[config.mk]
export PLATFORM = sky130hd
export DESIGN_NAME = uart_tx
export DESIGN_NICKNAME = d
export VERILOG_FILES = /design/src/rtl/uart_pkg.sv /design/src/rtl/uart_baud_tick.sv /design/src/rtl/uart_tx.sv
export SDC_FILE = /design/constraint.sdc
export NUM_CORES = 1
export LEC_CHECK = 0
export BUFFER_PORTS_ARGS = -buffer_cell sky130_fd_sc_hd__buf_2
export CAP_MARGIN = 10
export CELL_PAD_IN_SITES_DETAIL_PLACEMENT = 1
export CELL_PAD_IN_SITES_GLOBAL_PLACEMENT = 1
export CORE_MARGIN = 10
export CORE_UTILIZATION = 49
export CTS_CLUSTER_DIAMETER = 50
export DETAILED_ROUTE_END_ITERATION = 6
export PLACE_DENSITY_LB_ADDON = 0.1
export SLEW_MARGIN = 0
export SYNTH_ARGS = -nofsm -noshare
export SYNTH_HDL_FRONTEND = slang
export SYNTH_HIERARCHICAL = 1
export SYNTH_SLANG_ARGS = --single-unit
export TNS_END_PERCENT = 50
[constraint.sdc]
create_clock -name clk -period 5.7 [get_ports clk]
set_input_delay 0.855 -clock clk [delete_from_list [all_inputs] [get_ports clk]]
set_output_delay 0.855 -clock clk [all_outputs]
set_load 0.005 [all_outputs]
[src/rtl/uart_pkg.sv]
// Shared types and constants for the UART transmit/receive blocks.
package uart_pkg;

   localparam int         UART_DATA_W      = 8;
   localparam int         CLKS_PER_BIT_DEF = 868;
   localparam logic [7:0] CHAR_P           = 8'h50;

   typedef enum logic [1:0] {
      IDLE  = 2'd0,
      START = 2'd1,
      DATA  = 2'd2,
      STOP  = 2'd3
   } uart_state_e;

endpackage

[src/rtl/uart_baud_tick.sv]
// Bit-period counter: counts 0..CLKS_PER_BIT-1, wraps, and flags the last count.
module uart_baud_tick #(
   parameter int CLKS_PER_BIT = 868
) (
   input  logic clk,
   input  logic rst_ni,
   input  logic clear_i,
   output logic tick_o
);

   localparam int               CNT_W = (CLKS_PER_BIT > 1) ? $clog2(CLKS_PER_BIT) : 1;
   localparam logic [CNT_W-1:0] LAST  = CNT_W'(CLKS_PER_BIT - 1);

   logic [CNT_W-1:0] cnt_q;
   logic [CNT_W-1:0] cnt_d;

   always_comb begin
      cnt_d = cnt_q;
      if (clear_i || (cnt_q == LAST)) begin
         cnt_d = '0;
      end else begin
         cnt_d = cnt_q + CNT_W'(1);
      end
   end

   always_ff @(posedge clk or negedge rst_ni) begin
      if (!rst_ni) begin
         cnt_q <= '0;
      end else begin
         cnt_q <= cnt_d;
      end
   end

   assign tick_o = (cnt_q == LAST);

endmodule

[src/rtl/uart_tx.sv]
// 8N1/8N2 serialiser: one byte per accepted strobe, LSB first, all outputs registered.
module uart_tx
   import uart_pkg::*;
#(
   parameter int CLKS_PER_BIT = CLKS_PER_BIT_DEF,
   parameter int STOP_BITS    = 1
) (
   input  logic                   clk,
   input  logic                   i_reset_n,
   input  logic                   i_start_uart,
   input  logic [UART_DATA_W-1:0] i_uart_data,
   output logic                   o_tx,
   output logic                   o_busy,
   output logic                   o_done
);

   localparam logic [2:0] STOP_LAST = 3'(STOP_BITS - 1);

   uart_state_e            state_q, state_d;
   logic [UART_DATA_W-1:0] shift_q, shift_d;
   logic [2:0]             bit_cnt_q, bit_cnt_d;
   logic                   tx_q, tx_d;
   logic                   busy_q, busy_d;
   logic                   done_q, done_d;
   logic                   clear_s;
   logic                   tick_s;

   uart_baud_tick #(
      .CLKS_PER_BIT (CLKS_PER_BIT)
   ) u_baud (
      .clk     (clk),
      .rst_ni  (i_reset_n),
      .clear_i (clear_s),
      .tick_o  (tick_s)
   );

   // bit_cnt_q doubles as the stop-bit counter while in STOP
   always_comb begin
      state_d   = state_q;
      shift_d   = shift_q;
      bit_cnt_d = bit_cnt_q;
      done_d    = 1'b0;
      case (state_q)
         IDLE: begin
            if (i_start_uart) begin
               state_d = START;
               shift_d = i_uart_data;
            end else begin
               state_d = IDLE;
            end
         end
         START: begin
            if (tick_s) begin
               state_d   = DATA;
               bit_cnt_d = 3'd0;
            end else begin
               state_d = START;
            end
         end
         DATA: begin
            if (tick_s) begin
               shift_d = {1'b0, shift_q[UART_DATA_W-1:1]};
               if (bit_cnt_q == 3'd7) begin
                  state_d   = STOP;
                  bit_cnt_d = 3'd0;
               end else begin
                  bit_cnt_d = bit_cnt_q + 3'd1;
               end
            end else begin
               state_d = DATA;
            end
         end
         STOP: begin
            if (tick_s) begin
               if (bit_cnt_q == STOP_LAST) begin
                  state_d   = IDLE;
                  bit_cnt_d = 3'd0;
                  done_d    = 1'b1;
               end else begin
                  bit_cnt_d = bit_cnt_q + 3'd1;
               end
            end else begin
               state_d = STOP;
            end
         end
         default: begin
            state_d = IDLE;
         end
      endcase

      clear_s = (state_d != state_q) || (state_q == IDLE);
      busy_d  = (state_d != IDLE);

      // Line level is derived from next state so the pin changes on the same edge as the FSM
      case (state_d)
         START:   tx_d = 1'b0;
         DATA:    tx_d = shift_d[0];
         default: tx_d = 1'b1;
      endcase
   end

   always_ff @(posedge clk or negedge i_reset_n) begin
      if (!i_reset_n) begin
         state_q   <= IDLE;
         shift_q   <= '0;
         bit_cnt_q <= 3'd0;
         tx_q      <= 1'b1;
         busy_q    <= 1'b0;
         done_q    <= 1'b0;
      end else begin
         state_q   <= state_d;
         shift_q   <= shift_d;
         bit_cnt_q <= bit_cnt_d;
         tx_q      <= tx_d;
         busy_q    <= busy_d;
         done_q    <= done_d;
      end
   end

   assign o_tx   = tx_q;
   assign o_busy = busy_q;
   assign o_done = done_q;

endmodule

## Yosys cells after proc, flatten, opt, wreduce, memory -nomap -nowiden

Cells that the tools add are included.

| word-level totals | value |
|---|---|
| flip-flop bits (word level) | 26 |
| input bits | 11 |
| output and inout bits | 3 |
| word-level logic and storage cells | 52 |

| operators by class | value |
|---|---|
| add/subtract/negate cells | 2 |
| eq/ne operators | 12 |
| multiplexer cells | 21 |
| reduce and logical (&&, ||, !) cells | 9 |

Operators by type and width:

| kind | number |
|---|---|
| $mux 8 | 2 |
| $pmux 8 s2 | 1 |
| $mux 3 | 5 |
| $add 10x1->10 const B | 1 |
| $eq 10x10->1 const B | 1 |
| $mux 10 | 1 |
| $mux 2 | 5 |
| $pmux 3 s3 | 1 |
| $ne 2x2->1 const B | 4 |
| $pmux 2 s4 | 1 |
| $eq 2x2->1 const B | 3 |
| $eq 2x1->1 const B | 2 |
| $mux 1 | 4 |
| $reduce_and 4->1 | 1 |
| $reduce_bool 2->1 | 2 |
| $add 3x1->3 const B | 1 |
| $eq 3x3->1 const B | 1 |
| $logic_not 3->1 | 1 |
| $reduce_and 3->1 | 1 |
| $reduce_bool 3->1 | 1 |
| $logic_not 2->1 | 1 |
| $logic_or 1x1->1 | 2 |
| $ne 2x2->1 | 1 |
| $pmux 1 s2 | 1 |

## Logic depth before layout (Yosys ltp)

Gate-level depths: netlist (run 1).

| depth | value |
|---|---|
| depth in word-level cells | 8 |
| mapped depth | 9 |
| depth with buffers taken out | 8 |

## By module

Netlist (run 1), hierarchy kept.

By module, submodules not included:

| module | instances | cells an instance | area an instance (um^2) | seq. area each (um^2) |
|---|---|---|---|---|
| uart_tx | 1 | 74 | 852.1 | 401.6 |
| uart_baud_tick | 1 | 52 | 514.2 | 250.2 |

## Worst setup path after synthesis (run 1)

No wires, ideal clock.

| timing path | value |
|---|---|
| kind | register to register |
| from | reg u_baud.cnt_q[3] |
| to | reg u_baud.cnt_q[9] |
| library setup time | 0.124 ns |
| arrival time | 1.974 ns |
| required time | 5.576 ns |
| setup slack | 3.601 ns |
| stages on the path, launching flop included | 9 |
| clock period less this slack | 2.099 ns |
| path through | dfrtp_1 or4_4 nor3_1 buf_6 o21ai_0 a22oi_1 nand2b_1 o32a_1 o31ai_1 |

| on the way | value |
|---|---|
| word-level cells in the longest chain between the ends | 7 |

Ends and longest elaborated chain:

| element | line | RTL |
|---|---|---|
| start: declaration | uart_baud_tick.sv:14 | `logic [CNT_W-1:0] cnt_q;` |
| start signal: assignment | uart_baud_tick.sv:30 | `cnt_q <= cnt_d;` |
| $eq 10x10->1 (*) | uart_baud_tick.sv:34 | `assign tick_o = (cnt_q == LAST);` |
| named net tick_s | uart_tx.sv:26 | `logic tick_s;` |
| $mux 2 (on tied branches) | uart_tx.sv:74, uart_tx.sv:53, uart_tx.sv:61 |  |
| $pmux 2 s4 (*) | uart_tx.sv:43 | `case (state_q)` |
| $ne 2x2->1 (*) | uart_tx.sv:91 | `clear_s = (state_d != state_q) \|\| (state_q == IDLE);` |
| $logic_or 1x1->1 (*) | uart_tx.sv:91 |  |
| named net clear_s | uart_tx.sv:25 | `logic clear_s;` |
| $logic_or 1x1->1 (*) | uart_baud_tick.sv:19 | `if (clear_i \|\| (cnt_q == LAST)) begin` |
| $mux 10 (*) | uart_baud_tick.sv:19 |  |
| named net u_baud.cnt_d[9] | uart_baud_tick.sv:15 | `logic [CNT_W-1:0] cnt_d;` |

The timed path passes the listed nets; every way through them passes the cells marked *.
A chain may end at the register's enable or synchronous reset.

## Worst setup path after layout (run 1)

| timing path | value |
|---|---|
| from | reg u_baud.cnt_q[2] |
| to | reg u_baud.cnt_q[9] |

The elaborated chain is that of the path after synthesis.

==> results of run 1 <==
-- path summary, 6_finish.rpt --
| kind | start | to | slack (ps) | cells past startpoint |
|---|---|---|---|---|
| setup / recovery | u_baud/cnt_q[2] | u_baud/cnt_q[9] | 2860 | 7 |
| hold / removal | shift_q[1] | shift_q[1] | 490 | 1 |
| setup reg to reg | u_baud/cnt_q[2] | u_baud/cnt_q[9] | 2860 | 7 |
| hold reg to reg | shift_q[1] | shift_q[1] | 490 | 1 |
| max in group asynchronous | i_reset_n | u_baud/cnt_q[7] | 4820 | 1 |
| min in group asynchronous | i_reset_n | shift_q[5] | 500 | 1 |
-- flip-flops by register name, summed over array words and instances (netlist names) --
| register | count |
|---|---|
| bit_cnt_q | 3 |
| o_done | 1 |
| o_busy | 1 |
| o_tx | 1 |
| state_q | 2 |
| u_baud/cnt_q | 10 |
| shift_q | 8 |
-- through the flow --
| step | hold slack, ps | util, % | instance area [um^2] | instances |
|---|---|---|---|---|
| 2_1_floorplan | 450 | - | 1370 | 126 |
| 3_3_place_gp | 459 | 52.4 | 1420 | 164 |
| 3_5_place_dp | 466 | 52.4 | 1420 | 164 |
| 4_1_cts | 500 | 53.7 | 1460 | 168 |
| 5_1_grt | 507 | 53.7 | 1460 | 168 |
| 6_report | 493 | 53.7 | 1460 | 168 |
-- layout make-up --
class	count	area, um^2
timing repair buffer	13	65.1
multi-input combinational	88	641
tap	31	38.8
inverter	6	22.5
clock buffer	4	36.3
fill	316	1250
sequential	26	652
-- routing by layer --
layer | global-route usage (%) | up-vias | wire [um]
met4 | 5.70 | 0 | 39
li1 | - | 487 | -
met1 | 13.1 | 500 | 1250
met2 | 18.4 | 9 | 1400
met3 | 2.99 | 4 | 102
met5 | 0 | - | 0
-- report_power, final --
part,switching [mW],total (mW),internal [mW],leakage [nW]
Clock,0.0534,0.0925,0.0391,0.0210
Sequential,0.0349,0.250,0.215,0.324
Combinational,0.0406,0.0742,0.0336,0.324
-- kinds of logic (layout without fill, tap and decap cells) --
family	after synthesis	in the layout	synth area share, %
muxes	3	3	2.20
buffers and inverters	12	23	5.40
DFF	26	26	47.7
xor gates and xnor gates	3	3	1.92
and+or+nand+nor	38	38	17.0
adders and majority gates	4	4	3.66
AOI/OAI and AO/OA	40	40	22.1
-- Yosys cell counts (3+ instances only) --
library cell  number
a22o_1             7
nor2_1            10
or3_1              3
and2_1             3
ha_1               4
mux2i_1            3
a21oi_1            7
nand2_1            3
dfrtp_1           25
buf_6              3
o21ai_0            6
a21o_1             7
inv_1              6
nand3_1            4
-- worst max-delay path: stages (launching register included) --
cell	delay, ps
dfrtp_1	460
or4_4	560
nor3_1	740
o21ai_0	280
a22oi_1	310
nand2b_1	170
o32a_1	150
o31ai_1	60
==> reports/results.ini, run 1 <==
[worst_setup_path]
criticalPathCategory = reg -> reg
crit_arrival_ps = 3050
crit_path_start_kind = flip-flop
crit_path_max_fanout = 10
end_kind = flip-flop
cp.required_ps = 5910

[placement]
port_buffers = 13
dp_slack_ps = 2900
dpl.hpwl_um = 2080
place_congestion = 0.754

[global_route]
gr-total-overflow = 0
antenna_found_initial = 0
first_global_vias = 1043
grt_max_degree = 27
grt_pass1_wl_um = 4790
grt_usage_pct = 11.2

[power_and_ir_drop]
vdd_drop_max_mv = 0.219
p_leak_nw = 0.668
power_mw = 0.417
power_density_nw_per_um2 = 286

[floorplanning]
start_util_pct = 50.4
rows = 19
coreArea_um2 = 2710
die_w_um = 72.8
die_h_um = 72.8
io_pins = 14
die_area_um2 = 5300

[clock_tree]
postCtsHoldBufs = 0
cts_tree = yes
root_buffer = clkbuf_4
clockBufferDepth = 2
postCtsSetupRepairBufs = 0
insertion_delay_ps = 320
cts.sink_count = 26
path_clk_slew_ps = 140
ctsResizeCount = 0
cts_max_level = 1
cts_made_buffers = 3

[drt]
drtIter0Drc = 81
viasPerCell = 5.95
routedWlPerCell_um = 16.6
antenna_left = 0
via_count = 1000
detail_route.first_pass.iterations = 4
routed_wl_um = 2790
post-route-drc-count = 0

[final_layout]
nets = 153
area_growth_pct = 6.50
drive_gt1_share_pct = 17.5
final_common_cell = dfrtp_1
antenna_cells = 0
layout_common_cells = dfrtp_1, buf_2, nor2_1

[hold_path]
hold_path_class = reg -> reg

[timing]
finClkSkew_ps = 7.91
fin_setup_tns_ps = 0
period_share_pct = 49.7
rsz0062_at_grt = false
max_freq_mhz = 353
min_period_ps = 2840
setup_slack_ps = 2860
max_slew_margin_pct = 40.0
report.final.setup_viol = 0
hold_viol = 0
worst-slew-pin-transition_ps = 893
drv_slew = 0

[yosys]
ys.flop_type = dfrtp_1
async_flop_share_pct = 100
ys_types = 41
synth_warnings = 6
synth.largest_area_cell = dfrtp_1
syn-cell-area_um2 = 1370
synth_top_area_share_pct = 45.8
yosysSeqAreaShare_pct = 47.7
ys_seq_elements = 26
synth_area_per_cell_um2 = 10.8
syn-num-nets = 141
synth_edf_count = 0
syn_inst = 126
synth.area.top_cells = dfrtp_1, a22o_1, a21o_1

[status]
outcome = complete, no violations

[run]
max_cap_viol_count = 0

(Power assumes the default switching activity.)
==> run 2, diff against run 1 <==
- ABC_AREA: default -> 1
- CORE_UTILIZATION: 49 -> 39
- clock period: 5.7 -> 2.6 ns (I/O delays scaled with it)
==> run 2 against run 1 <==
Register-to-register slack worse by 2300 ps. Non-clock buffer count stayed put. Largest cell class unchanged. Flip-flop and latch count stayed put. Fmax is 39% higher. Worst setup slack worse by 2300 ps. Count of clock-buffer cells in the layout stayed put. Global-route usage is 0.95 points lower. Area after synthesis is 5.6% higher. First-iteration DRC count is 72% lower.
==> reports/results.ini, run 2 <==
[final_layout]
top_regs = u_baud/cnt_q x10, shift_q x8, bit_cnt_q x3
finalNonFillerCells = 239  ; +42%
multi_input_area_um2 = 646  ; +0.78%
nets = 207  ; +35%
antenna_cells = 0  ; unchanged
final_common_cell = nand2_1
largest_reg_flops = 10  ; unchanged
final_cell_area_um2 = 1590  ; +9.4%
layout_common_cells = nand2_1, inv_1, dfrtp_1
fill_cells = 460  ; +46%
regArea_um2 = 652  ; unchanged
area_growth_pct = 10.3
drive_gt1_share_pct = 20.4  ; +2.9 points
regMostFlops = u_baud/cnt_q

[timing]
worst-slew-pin-transition_ps = 588  ; -305 ps
report.final.setup_viol = 0  ; unchanged
rsz0062_at_grt = false
period_share_pct = 78.6  ; +29 points
drv_slew = 0  ; unchanged
max_freq_mhz = 490  ; +39%
fin_setup_tns_ps = 0  ; unchanged
hold_viol = 0  ; unchanged
min_period_ps = 2040  ; -792 ps
finClkSkew_ps = 3.92  ; -3.99 ps
max_slew_margin_pct = 60.8  ; +21 points

[worst_setup_path]
slowest_delay_ps = 420  ; -320 ps
crit_arrival_ps = 2240  ; -810 ps
crit_path_max_fanout = 10  ; unchanged
crit_path_start_kind = flip-flop
cp_slowest_cell = dfrtp_1
cp_cell_sequence = ha_1, nand2_1, nor2_2, nand3_2, inv_1, nand3_1, nand2_2, nand4_2, nand2_1, nand3_1, inv_1, nand2_4, nor2_1
criticalPathCategory = reg -> reg
cp.required_ps = 2800  ; -3110 ps
end_kind = flip-flop

[global_route]
grt_pass1_wl_um = 5530  ; +16%
grt_max_degree = 27  ; unchanged
gr-total-overflow = 0  ; unchanged
grt_usage_pct = 10.3  ; -0.95 points
first_global_vias = 1265  ; +21%
antenna_found_initial = 0  ; unchanged

[power_and_ir_drop]
vdd_drop_max_mv = 0.198  ; -9.7%
seqPwrFrac_pct = 61.7  ; +1.7 points
power_density_nw_per_um2 = 412  ; +44%
clkPwrFrac_pct = 35.5  ; +13 points
pwr-share-comb_pct = 2.8  ; -15 points
switching_share_pct = 20.7  ; -10 points
p_sw_mw = 0.135  ; +5.0%
p_leak_nw = 0.820  ; +23%
internal_power_mw = 0.519  ; +81%

[floorplanning]
die_w_um = 80.8  ; +11%
rows = 22  ; +3
start_util_pct = 40.0  ; -10 points
coreArea_um2 = 3610  ; +33%
die_h_um = 80.8  ; +11%
io_pins = 14  ; unchanged
die_area_um2 = 6530  ; +23%

[clock_tree]
ctsResizeCount = 0  ; unchanged
insertion_delay_ps = 270  ; -50 ps
postCtsHoldBufs = 0  ; unchanged
cts.sink_count = 26  ; unchanged
cts_max_level = 1  ; unchanged
cts_tree = yes
clockBufferDepth = 2  ; unchanged
postCtsSetupRepairBufs = 0  ; unchanged
path_clk_slew_ps = 90  ; -50 ps
root_buffer = clkbuf_8
cts_made_buffers = 3  ; unchanged

[yosys]
synth_most_common_cell = nand2_1
synth_common_cells = nand2_1, inv_1, dfrtp_1, nor2_1, nand3_1
syn_inst = 177  ; +40%
synth.area.top_cells = dfrtp_1, nand2_1, inv_1
synth_warnings = 6  ; unchanged
synth.largest_area_cell = dfrtp_1
ys_types = 28  ; -32%
async_flop_share_pct = 100  ; unchanged
syn-cell-area_um2 = 1440  ; +5.6%
ys.flop_type = dfrtp_1
syn-num-nets = 192  ; +36%
yosysSeqAreaShare_pct = 45.2  ; -2.5 points
synth_area_per_cell_um2 = 8.15  ; -25%
synth_edf_count = 0  ; unchanged
ys_seq_elements = 26  ; unchanged
synth_top_area_share_pct = 43.4  ; -2.4 points

[placement]
place_area_um2 = 1550  ; +9.0%
port_buffers = 13  ; unchanged
dp.cells = 235  ; +43%
dpl.hpwl_um = 2380  ; +14%
place_congestion = 0.847  ; +12%

[drt]
viasPerCell = 4.71  ; -21%
post-route-drc-count = 0  ; unchanged
via_count = 1126  ; +13%
drtIter0Drc = 23  ; -72%
detail_route.first_pass.iterations = 4  ; unchanged
routedWlPerCell_um = 12.3  ; -26%
routed_wl_um = 2950  ; +5.6%
antenna_left = 0  ; unchanged

[status]
outcome = complete, no violations

[hold_path]
hold_path_class = in -> async

[run]
max_cap_viol_count = 0  ; unchanged

==> run 2: power groups by stage <==
stage               registers (mW)  logic [mW]  clock network [mW]
global route                 0.404      0.0215               0.259
floorplan                    0.412     0.00351                   0
finish                       0.404      0.0182               0.233
global placement             0.412      0.0187                   0
CTS                          0.404      0.0194               0.247
detailed placement           0.412      0.0195                   0
==> run 2: through the flow <==
step	power [mW]	hold WS [ps]	util, %	worst slack [ps]
after detailed placement	0.432	438	42.9	553
after global placement	0.431	430	42.9	697
after floorplan	0.416	94.4	-	838
after global routing	0.685	152	44.1	294
after CTS	0.670	135	44.1	531
final	0.655	113	44.1	557
==> run 2: path summary, 6_finish.rpt <==
kind / slack [ps] / end / startpoint / cells after the start
setup reg to reg: 560 / u_baud/cnt_q[6] / u_baud/cnt_q[0] / 13
hold reg to reg: 510 / bit_cnt_q[0] / bit_cnt_q[0] / 1
setup / recovery: 560 / u_baud/cnt_q[6] / u_baud/cnt_q[0] / 13
min in group clk: 370 / shift_q[4] / i_uart_data[4] / 3
hold / removal: 110 / bit_cnt_q[1] / i_reset_n / 1
max in group asynchronous: 2100 / shift_q[1] / i_reset_n / 1
==> run 2: worst max-delay path, delay by kind of cell (launching register included) <==
family	cells	cell delay [ps]
adders and majority gates	1	230
buffers and inverters	2	270
DFF	1	420
and+or+nand+nor	10	1060
==> run 2: layer usage <==
metal / track usage (%) / wire length (um)
met1: 12.4 / 1420
met2: 17.8 / 1460
met3: 1.88 / 58
met4: 3.81 / 17
met5: 0 / 0
==> run 2: layout make-up <==
| type | instances | share of cell area [%] |
|---|---|---|
| well taps | 48 | 3.77 |
| clock buffers | 4 | 2.83 |
| flip-flops and latches | 26 | 41.0 |
| inverters | 33 | 7.78 |
| multi-input cells | 115 | 40.6 |
| repair buffers | 13 | 4.09 |
==> run 2: cell families after synthesis <==
kind of cell / count (synthesis) / share of synthesized area (%)
compound gates: 15 / 7.03
simple gates: 92 / 31.8
xor+xnor: 4 / 2.43
fa+ha+maj: 4 / 3.47
flops: 26 / 45.2
buf+inv: 36 / 10.1
